<file path="src/rtl/tap_pkg.sv">
// Shared definitions for the JTAG host sequencer.
// Contents:
//   tap_state_e  - 4-bit IEEE 1149.1 TAP state encoding
//   cmd_op_e     - host command opcodes (RESET, IDLE, IR_SCAN, DR_SCAN)
//   ctrl_state_e - host controller states
//   next_tap()   - standard 16-state TMS transition function
package tap_pkg;

  typedef enum logic [3:0] {
    TAP_TEST_LOGIC_RESET = 4'd0,
    TAP_RUN_TEST_IDLE    = 4'd1,
    TAP_SELECT_DR_SCAN   = 4'd2,
    TAP_CAPTURE_DR       = 4'd3,
    TAP_SHIFT_DR         = 4'd4,
    TAP_EXIT1_DR         = 4'd5,
    TAP_PAUSE_DR         = 4'd6,
    TAP_EXIT2_DR         = 4'd7,
    TAP_UPDATE_DR        = 4'd8,
    TAP_SELECT_IR_SCAN   = 4'd9,
    TAP_CAPTURE_IR       = 4'd10,
    TAP_SHIFT_IR         = 4'd11,
    TAP_EXIT1_IR         = 4'd12,
    TAP_PAUSE_IR         = 4'd13,
    TAP_EXIT2_IR         = 4'd14,
    TAP_UPDATE_IR        = 4'd15
  } tap_state_e;

  typedef enum logic [1:0] {
    OP_RESET   = 2'd0,
    OP_IDLE    = 2'd1,
    OP_IR_SCAN = 2'd2,
    OP_DR_SCAN = 2'd3
  } cmd_op_e;

  typedef enum logic [2:0] {
    CS_IDLE     = 3'd0,
    CS_PREFIX   = 3'd1,
    CS_WALK_IN  = 3'd2,
    CS_SHIFT    = 3'd3,
    CS_WALK_OUT = 3'd4,
    CS_RESP     = 3'd5
  } ctrl_state_e;

  // TAP state after one TCK rising edge with the given TMS.
  function automatic tap_state_e next_tap(input tap_state_e state, input logic tms);
    tap_state_e nxt;
    case (state)
      TAP_TEST_LOGIC_RESET: nxt = tms ? TAP_TEST_LOGIC_RESET : TAP_RUN_TEST_IDLE;
      TAP_RUN_TEST_IDLE:    nxt = tms ? TAP_SELECT_DR_SCAN   : TAP_RUN_TEST_IDLE;
      TAP_SELECT_DR_SCAN:   nxt = tms ? TAP_SELECT_IR_SCAN   : TAP_CAPTURE_DR;
      TAP_CAPTURE_DR:       nxt = tms ? TAP_EXIT1_DR         : TAP_SHIFT_DR;
      TAP_SHIFT_DR:         nxt = tms ? TAP_EXIT1_DR         : TAP_SHIFT_DR;
      TAP_EXIT1_DR:         nxt = tms ? TAP_UPDATE_DR        : TAP_PAUSE_DR;
      TAP_PAUSE_DR:         nxt = tms ? TAP_EXIT2_DR         : TAP_PAUSE_DR;
      TAP_EXIT2_DR:         nxt = tms ? TAP_UPDATE_DR        : TAP_SHIFT_DR;
      TAP_UPDATE_DR:        nxt = tms ? TAP_SELECT_DR_SCAN   : TAP_RUN_TEST_IDLE;
      TAP_SELECT_IR_SCAN:   nxt = tms ? TAP_TEST_LOGIC_RESET : TAP_CAPTURE_IR;
      TAP_CAPTURE_IR:       nxt = tms ? TAP_EXIT1_IR         : TAP_SHIFT_IR;
      TAP_SHIFT_IR:         nxt = tms ? TAP_EXIT1_IR         : TAP_SHIFT_IR;
      TAP_EXIT1_IR:         nxt = tms ? TAP_UPDATE_IR        : TAP_PAUSE_IR;
      TAP_PAUSE_IR:         nxt = tms ? TAP_EXIT2_IR         : TAP_PAUSE_IR;
      TAP_EXIT2_IR:         nxt = tms ? TAP_UPDATE_IR        : TAP_SHIFT_IR;
      TAP_UPDATE_IR:        nxt = tms ? TAP_SELECT_DR_SCAN   : TAP_RUN_TEST_IDLE;
      default:              nxt = TAP_TEST_LOGIC_RESET;
    endcase
    return nxt;
  endfunction

endpackage

</file>
<file path="src/rtl/tap_state_mirror.sv">
// Host-side copy of the target TAP controller state.
// Ports:
//   clk     in   system clock
//   TRST    in   asynchronous active-high reset (state -> Test_logic_Reset)
//   tms     in   TMS currently presented to the target
//   advance in   high on the clk edge that drives TCK high
//   state   out  mirrored TAP state (registered, tap_pkg encoding)
module tap_state_mirror
  import tap_pkg::*;
(
  input  logic       clk,
  input  logic       TRST,
  input  logic       tms,
  input  logic       advance,
  output logic [3:0] state
);

  tap_state_e state_q;

  // Step the mirror once per TCK rising edge.
  always_ff @(posedge clk or posedge TRST) begin
    if (TRST) begin
      state_q <= TAP_TEST_LOGIC_RESET;
    end else if (advance) begin
      state_q <= next_tap(state_q, tms);
    end
  end

  assign state = state_q;

endmodule

</file>
<file path="src/rtl/jtag_host_seq.sv">
// JTAG host sequencer: turns RESET / IDLE / IR_SCAN / DR_SCAN commands into
// TCK/TMS/TDI waveforms, captures TDO and returns it over a response handshake.
// Every scan starts and ends in Run-Test/Idle; a host-side TAP mirror decides
// whether a leading TMS=0 TCK is needed to leave Test_logic_Reset.
// Optional feature macro: JTAG_HOST_STATE_OBS_EN adds the state_obs port.
// Ports:
//   clk, TRST                 clock, asynchronous active-high reset
//   cmd_valid/cmd_ready       command handshake; cmd_op/cmd_len/cmd_data payload
//   rsp_valid/rsp_ready       response handshake; rsp_data captured TDO (LSB first)
//   tck_o, tms_o, tdi_o       JTAG outputs to the target
//   tdo_i                     JTAG TDO from the target
//   state_obs                 mirrored TAP state (only with JTAG_HOST_STATE_OBS_EN)
module jtag_host_seq
  import tap_pkg::*;
#(
  parameter int DW    = 32,
  parameter int LEN_W = 6
) (
  input  logic             clk,
  input  logic             TRST,
  input  logic             cmd_valid,
  output logic             cmd_ready,
  input  logic [1:0]       cmd_op,
  input  logic [LEN_W-1:0] cmd_len,
  input  logic [DW-1:0]    cmd_data,
  output logic             rsp_valid,
  input  logic             rsp_ready,
  output logic [DW-1:0]    rsp_data,
  output logic             tck_o,
  output logic             tms_o,
  output logic             tdi_o,
  input  logic             tdo_i
`ifdef JTAG_HOST_STATE_OBS_EN
  ,
  output logic [3:0]       state_obs
`endif
);

  localparam int IDX_W = $clog2(DW);
  localparam logic [LEN_W-1:0] DW_L = LEN_W'(DW);

  // TMS walk pattern, consumed LSB first.
  function automatic logic [5:0] walk_pat(input cmd_op_e op);
    case (op)
      OP_RESET:   return 6'b011111;
      OP_IR_SCAN: return 6'b000011;
      OP_DR_SCAN: return 6'b000001;
      default:    return 6'b000000;
    endcase
  endfunction

  // Walk length minus one (counter counts the bits still to follow).
  function automatic logic [LEN_W-1:0] walk_cnt(input cmd_op_e op, input logic [LEN_W-1:0] len);
    case (op)
      OP_RESET:   return LEN_W'(3'd5);
      OP_IR_SCAN: return LEN_W'(3'd3);
      OP_DR_SCAN: return LEN_W'(3'd2);
      default:    return len - LEN_W'(1'b1);
    endcase
  endfunction

  // Index of the last shift bit: length 0 behaves as 1, lengths above DW clamp.
  function automatic logic [IDX_W-1:0] shift_last(input logic [LEN_W-1:0] len);
    logic [LEN_W-1:0] eff;
    if (len == '0) begin
      eff = LEN_W'(1'b1);
    end else if (len > DW_L) begin
      eff = DW_L;
    end else begin
      eff = len;
    end
    return IDX_W'(eff - LEN_W'(1'b1));
  endfunction

  ctrl_state_e      state_q, state_d;
  cmd_op_e          op_q, op_d;
  logic [DW-1:0]    data_q, data_d;
  logic [DW-1:0]    cap_q, cap_d;
  logic [IDX_W-1:0] idx_q, idx_d;
  logic [IDX_W-1:0] nlast_q, nlast_d;
  logic [LEN_W-1:0] cnt_q, cnt_d;
  logic [5:0]       wk_q, wk_d;
  logic             tck_q, tck_d;
  logic             tms_q, tms_d;
  logic             tdi_q, tdi_d;
  logic             cmd_ready_q, cmd_ready_d;
  logic             rsp_valid_q, rsp_valid_d;
  logic [DW-1:0]    rsp_data_q, rsp_data_d;

  logic [IDX_W-1:0] idx_nx_s;
  logic             busy_s;
  logic             advance_s;
  logic [3:0]       mirror_raw_s;
  tap_state_e       mirror_s;

  assign idx_nx_s  = idx_q + IDX_W'(1'b1);
  assign busy_s    = (state_q == CS_PREFIX) || (state_q == CS_WALK_IN) ||
                     (state_q == CS_SHIFT)  || (state_q == CS_WALK_OUT);
  // The mirror steps on the edge that drives TCK high, using the TMS set up a clk earlier.
  assign advance_s = busy_s && !tck_q;
  assign mirror_s  = tap_state_e'(mirror_raw_s);

  tap_state_mirror u_mirror (
    .clk     (clk),
    .TRST    (TRST),
    .tms     (tms_q),
    .advance (advance_s),
    .state   (mirror_raw_s)
  );

  // Next-state logic. In busy states odd edges raise TCK (TDO sampled),
  // even edges lower TCK and present the next TMS/TDI bit.
  always_comb begin
    state_d     = state_q;
    op_d        = op_q;
    data_d      = data_q;
    cap_d       = cap_q;
    idx_d       = idx_q;
    nlast_d     = nlast_q;
    cnt_d       = cnt_q;
    wk_d        = wk_q;
    tck_d       = tck_q;
    tms_d       = tms_q;
    tdi_d       = tdi_q;
    rsp_valid_d = rsp_valid_q;
    rsp_data_d  = rsp_data_q;

    case (state_q)
      CS_IDLE: begin
        tck_d = 1'b0;
        if (cmd_valid && cmd_ready_q) begin
          op_d    = cmd_op_e'(cmd_op);
          data_d  = cmd_data;
          cap_d   = '0;
          idx_d   = '0;
          nlast_d = shift_last(cmd_len);
          wk_d    = walk_pat(op_d);
          cnt_d   = walk_cnt(op_d, cmd_len);
          // A zero-length IDLE produces no TCK at all, so no prefix either.
          if (op_d == OP_IDLE && cmd_len == '0) begin
            state_d = CS_RESP;
          end else if (op_d != OP_RESET && mirror_s == TAP_TEST_LOGIC_RESET) begin
            state_d = CS_PREFIX;
            tms_d   = 1'b0;
          end else begin
            state_d = CS_WALK_IN;
            tms_d   = wk_d[0];
          end
        end else begin
          state_d = CS_IDLE;
        end
      end

      CS_PREFIX: begin
        tck_d = ~tck_q;
        if (tck_q) begin
          state_d = CS_WALK_IN;
          tms_d   = wk_q[0];
        end else begin
          state_d = CS_PREFIX;
        end
      end

      CS_WALK_IN, CS_WALK_OUT: begin
        tck_d = ~tck_q;
        if (!tck_q) begin
          state_d = state_q;
        end else if (cnt_q != '0) begin
          cnt_d = cnt_q - LEN_W'(1'b1);
          wk_d  = {1'b0, wk_q[5:1]};
          tms_d = wk_q[1];
        end else if (state_q == CS_WALK_IN && op_q[1]) begin
          // Scans (IR/DR have op bit 1 set) continue into the shift phase.
          state_d = CS_SHIFT;
          tms_d   = (nlast_q == '0);
          tdi_d   = data_q[0];
        end else begin
          state_d = CS_RESP;
        end
      end

      CS_SHIFT: begin
        tck_d = ~tck_q;
        if (!tck_q) begin
          cap_d[idx_q] = tdo_i;
        end else if (idx_q != nlast_q) begin
          idx_d = idx_nx_s;
          tdi_d = data_q[idx_nx_s];
          tms_d = (idx_nx_s == nlast_q);
        end else begin
          // Exit1 reached; walk out with TMS 1,0 to Run-Test/Idle.
          state_d = CS_WALK_OUT;
          tms_d   = 1'b1;
          tdi_d   = 1'b0;
          cnt_d   = LEN_W'(1'b1);
          wk_d    = 6'b000001;
        end
      end

      CS_RESP: begin
        tck_d = 1'b0;
        if (!rsp_valid_q) begin
          rsp_valid_d = 1'b1;
          rsp_data_d  = cap_q;
        end else if (rsp_ready) begin
          rsp_valid_d = 1'b0;
          state_d     = CS_IDLE;
        end else begin
          rsp_valid_d = 1'b1;
        end
      end

      default: begin
        state_d = CS_IDLE;
        tck_d   = 1'b0;
      end
    endcase

    cmd_ready_d = (state_d == CS_IDLE);
  end

  // Controller and output registers.
  always_ff @(posedge clk or posedge TRST) begin
    if (TRST) begin
      state_q     <= CS_IDLE;
      op_q        <= OP_RESET;
      data_q      <= '0;
      cap_q       <= '0;
      idx_q       <= '0;
      nlast_q     <= '0;
      cnt_q       <= '0;
      wk_q        <= 6'b000000;
      tck_q       <= 1'b0;
      tms_q       <= 1'b1;
      tdi_q       <= 1'b0;
      cmd_ready_q <= 1'b1;
      rsp_valid_q <= 1'b0;
      rsp_data_q  <= '0;
    end else begin
      state_q     <= state_d;
      op_q        <= op_d;
      data_q      <= data_d;
      cap_q       <= cap_d;
      idx_q       <= idx_d;
      nlast_q     <= nlast_d;
      cnt_q       <= cnt_d;
      wk_q        <= wk_d;
      tck_q       <= tck_d;
      tms_q       <= tms_d;
      tdi_q       <= tdi_d;
      cmd_ready_q <= cmd_ready_d;
      rsp_valid_q <= rsp_valid_d;
      rsp_data_q  <= rsp_data_d;
    end
  end

  assign cmd_ready = cmd_ready_q;
  assign rsp_valid = rsp_valid_q;
  assign rsp_data  = rsp_data_q;
  assign tck_o     = tck_q;
  assign tms_o     = tms_q;
  assign tdi_o     = tdi_q;
`ifdef JTAG_HOST_STATE_OBS_EN
  assign state_obs = mirror_raw_s;
`endif

endmodule
</file>
<file path="config.mk">
export PLATFORM = sky130hd
export DESIGN_NAME = jtag_host_seq
export DESIGN_NICKNAME = d
export VERILOG_FILES = /design/src/rtl/tap_pkg.sv /design/src/rtl/tap_state_mirror.sv /design/src/rtl/jtag_host_seq.sv
export SDC_FILE = /design/constraint.sdc
export NUM_CORES = 1
export LEC_CHECK = 0
export ABC_AREA = 1
export CORE_UTILIZATION = 23
export DETAILED_ROUTE_END_ITERATION = 8
export PLACE_DENSITY = 0.37
export SLEW_MARGIN = 20
export SYNTH_ARGS = -nofsm -noshare
export SYNTH_HDL_FRONTEND = slang
export SYNTH_SLANG_ARGS = --single-unit
</file>
<file path="constraint.sdc">
create_clock -name clk -period 5.9 [get_ports clk]
set_clock_uncertainty 0.05 [all_clocks]
set_input_delay 1.77 -clock clk [delete_from_list [all_inputs] [get_ports clk]]
set_output_delay 1.77 -clock clk [all_outputs]
set_load 0.01 [all_outputs]
</file>
==> flow_summary_export.csv <==
group,metric,value,unit
run_status,outcome,"completed",
clocking,cts_buffer_depth,2,
power_and_ir_drop,internal-power,2.24,mW
critical_path,worstPathRequired,4.08,ns
power_and_ir_drop,seqPwrFrac,34.4,%
final_layout,syn2layout_area_growth,25.6,%
final_layout,multi_input_area,2870,um2
sta,finalCriticalPeriod,3.49,ns
critical_path,path_class,"reg -> out",
final_layout,final_area,8460,um2
clocking,post-cts-setup-buffers,0,
synthesis,synthTopCellsByArea,"dfrtp_1 48%, nand2_1 9.6%, o21ai_0 7.7%",
power_and_ir_drop,p_clk_share,26.6,%
clocking,hold_buffers,0,
clocking,insertion_delay,0.42,ns
place,io_buffers,81,
power_and_ir_drop,p_per_area,448,nW/um2
clocking,cts-resized-gates,0,
clocking,cts.htree.levels,4,
routing,post_drt_via_cell_ratio,4.38,
die,initial_core_util,23.4,%
final_layout,seq_area,3260,um2
synthesis,synth_area,6740,um2
grt,grt_overflow,0,
sta,max_slew.worst_pin.slew,0.790,ns
grt,grt_pass1_vias,5809,
routing,routedWlPerCell,14.2,um
critical_path,cp_num_buf_inv,1,
critical_path,r2r_cells,9,
critical_path,path_max_fanout,9,
die,die_area,30000,um2
critical_path,arrival,1.67,ns
sta,rsz0062_at_grt,"no",
run,cap_violations,0,
power_and_ir_drop,ir_worst_vdd,0.187,mV
synthesis,ys_seq_area_share,48.3,%
grt,antenna_found_initial,0,
synthesis,synth_fp_nets,884,
die,ios,82,
grt,grt_max_degree,77,
critical_path,crit_path_max_incr_delay,0.63,ns
clocking,cts_made_buffers,17,
die,die_h,173,um
worst_hold_path,hold_start,"data_q[25]$_DFFE_PP0P_",
grt,track_usage,13.1,%
place,dp_slack,2.05,ns
critical_path,cp_top_family,"buffers and inverters",
synthesis,ys.flop_type,"dfrtp_1",
power_and_ir_drop,switching_share,41.1,%
routing,drtIter0Drc,339,
final_layout,diodes,0,
sta,timing.hold.ws,0.430,ns
die,core-area,28800,um2
sta,min_period_over_period,59.2,%
place,dp_hpwl,12.9,mm
routing,drc_errors,0,
clocking,clock-sinks,130,
place,place_area,7910,um2
synthesis,postSynthAreaPerCell,8.11,um2
critical_path,crit_cells,1,
final_layout,drive_above_1_share,7.44,%
synthesis,yosysWarnings,0,
routing,first_pass_iters,4,
worst_hold_path,hp-class,"reg -> reg",
clocking,cts_root_buf,"clkbuf_16",
power_and_ir_drop,switchingPower,1.56,mW
clocking,cts_tree,"done",
critical_path,regToRegEndpoint,"tdi_o$_DFFE_PP0P_",
routing,ant_nets,0,
routing,vias,5688,
sta,fmax,286,MHz
synthesis,synth_edf_count,0,
synthesis,async_flop_share,100,%
sta,fin_ws,2.41,ns
power_and_ir_drop,design_power_total,3.79,mW
critical_path,ff2ff_setup_slack,2.61,ns
synthesis,synth_seq_cells,130,
synthesis,synth_top_area_cell,"dfrtp_1",
critical_path,critPathLaunchType,"flop",
power_and_ir_drop,p_leak,3.80,nW
sta,setup_tns,0,ns
critical_path,crit_start,"tck_o$_DFF_PP0_",
synthesis,syn_inst,830,
synthesis,yosysTopAreaCellShare,47.6,%
sta,setup_viol,0,
sta,slew_headroom,47.3,%
critical_path,cp_cell_sequence,"clkdlybuf4s50_1",
routing,drt_wl_total,18.5,mm
clocking,clkTransAtPathRegs,0.06,ns
sta,finalMaxSlewViolations,0,
power_and_ir_drop,pwr-share-comb,39.0,%
die,row_count,62,
synthesis,ys_types,39,
final_layout,nNetsFinal,957,
critical_path,rr_startpoint,"idx_q[0]$_DFFE_PP0P_",
critical_path,endpoint_kind,"primary output",
place,gp_congestion,0.780,
die,die_x,173,um
critical_path,crit_slowest_cell,"clkdlybuf4s50_1",
final_layout,num-fill-cells,3130,
sta,hold_viol_final,0,
critical_path,critPathCapture,"tck_o",
grt,grt_pass1_wl,31.5,mm
-- power groups by stage --
stage                     Combinational (mW)  Clock [mW]  Sequential, mW
after global placement                  1.51           0            1.33
final                                   1.48        1.01            1.31
after floorplan                         1.13           0            1.26
after detailed placement                1.50           0            1.32
after CTS                               1.51        1.04            1.31
after global routing                    1.73        1.08            1.34
-- cell usage after synthesis (3+ instances only) --
cell type,number
nand2_1,172
nand4_1,5
nor2_4,3
mux2_2,18
o31ai_1,3
clkbuf_1,12
o32ai_1,4
o21ai_1,7
inv_2,5
nand3_1,58
o22ai_1,19
dfrtp_1,128
nor2_1,72
o21ai_0,104
buf_6,3
clkinv_1,3
a21oi_1,18
inv_1,112
nor3_1,12
xor2_1,6
nand2_4,3
o211ai_1,4
nand2_2,4
ha_1,9
xnor2_1,6
a32o_1,10
buf_2,14
-- state kept, by name (all words and copies together) (netlist names), 3 cells and up --
| name | cells |
|---|---|
| cap_q | 32 |
| wk_q | 5 |
| rsp_data | 32 |
| nlast_q | 5 |
| u_mirror.state | 4 |
| idx_q | 5 |
| cnt_q | 6 |
| state_q | 3 |
| data_q | 32 |
-- cells by family (layout without fill, tap and decap cells) --
logic type / Yosys count / in the layout / synth area share, %
xor gates and xnor gates: 12 / 12 / 1.56
DFF: 130 / 130 / 48.3
buffers and inverters: 150 / 234 / 9.01
muxes: 18 / 18 / 3.01
adders and majority gates: 9 / 9 / 1.67
AOI/OAI and AO/OA: 178 / 178 / 15.2
and+or+nand+nor: 333 / 333 / 21.2
-- cell type report --
type | count | share of cell area (%)
inverter | 120 | 5.35
tap | 384 | 5.68
clock inverter | 8 | 0.946
sequential | 130 | 38.5
clock buffer | 22 | 5.60
multi-input combinational | 550 | 33.9
timing repair buffer | 84 | 10.0
-- stage by stage --
step / utilization (%) / std cells
CTS: 29.4 / 1298
global placement: 27.5 / 1268
floorplan: - / 830
finish: 29.4 / 1298
detailed placement: 27.5 / 1268
global route: 29.4 / 1298
-- layout by cell type (no fill, tap or decap), types with 18 or more instances in the layout --
| master | synthesis | final |
|---|---|---|
| o22ai_1 | 19 | 19 |
| a21oi_1 | 18 | 18 |
| dfrtp_1 | 128 | 128 |
| inv_1 | 112 | 111 |
| nor2_1 | 72 | 72 |
| o21ai_0 | 104 | 104 |
| clkdlybuf4s50_1 | 0 | 81 |
| mux2_2 | 18 | 18 |
| nand2_1 | 172 | 172 |
| nand3_1 | 58 | 58 |
-- worst min-delay path by stage --
stage	slack [ns]	cells after the start	end
3_5_place_dp	0.42	2	wk_q[1]$_DFFE_PP0P_
3_3_place_gp	0.42	2	rsp_data[15]$_DFFE_PP0P_
2_1_floorplan	0.39	2	data_q[1]$_DFFE_PP0P_
5_1_grt	0.47	2	data_q[1]$_DFFE_PP0P_
6_report	0.43	2	data_q[25]$_DFFE_PP0P_
4_1_cts	0.44	2	wk_q[3]$_DFFE_PP0P_
-- per-layer routing --
layer | routed length (um) | part of all wire, % | GRT usage [%]
met1 | 9480 | 51 | 18.4
met2 | 8180 | 44 | 20.3
met3 | 616 | 3.3 | 2.66
met4 | 211 | 1.1 | 3.87
met5 | 0 | 0 | 0
(Power assumes the default switching activity.)
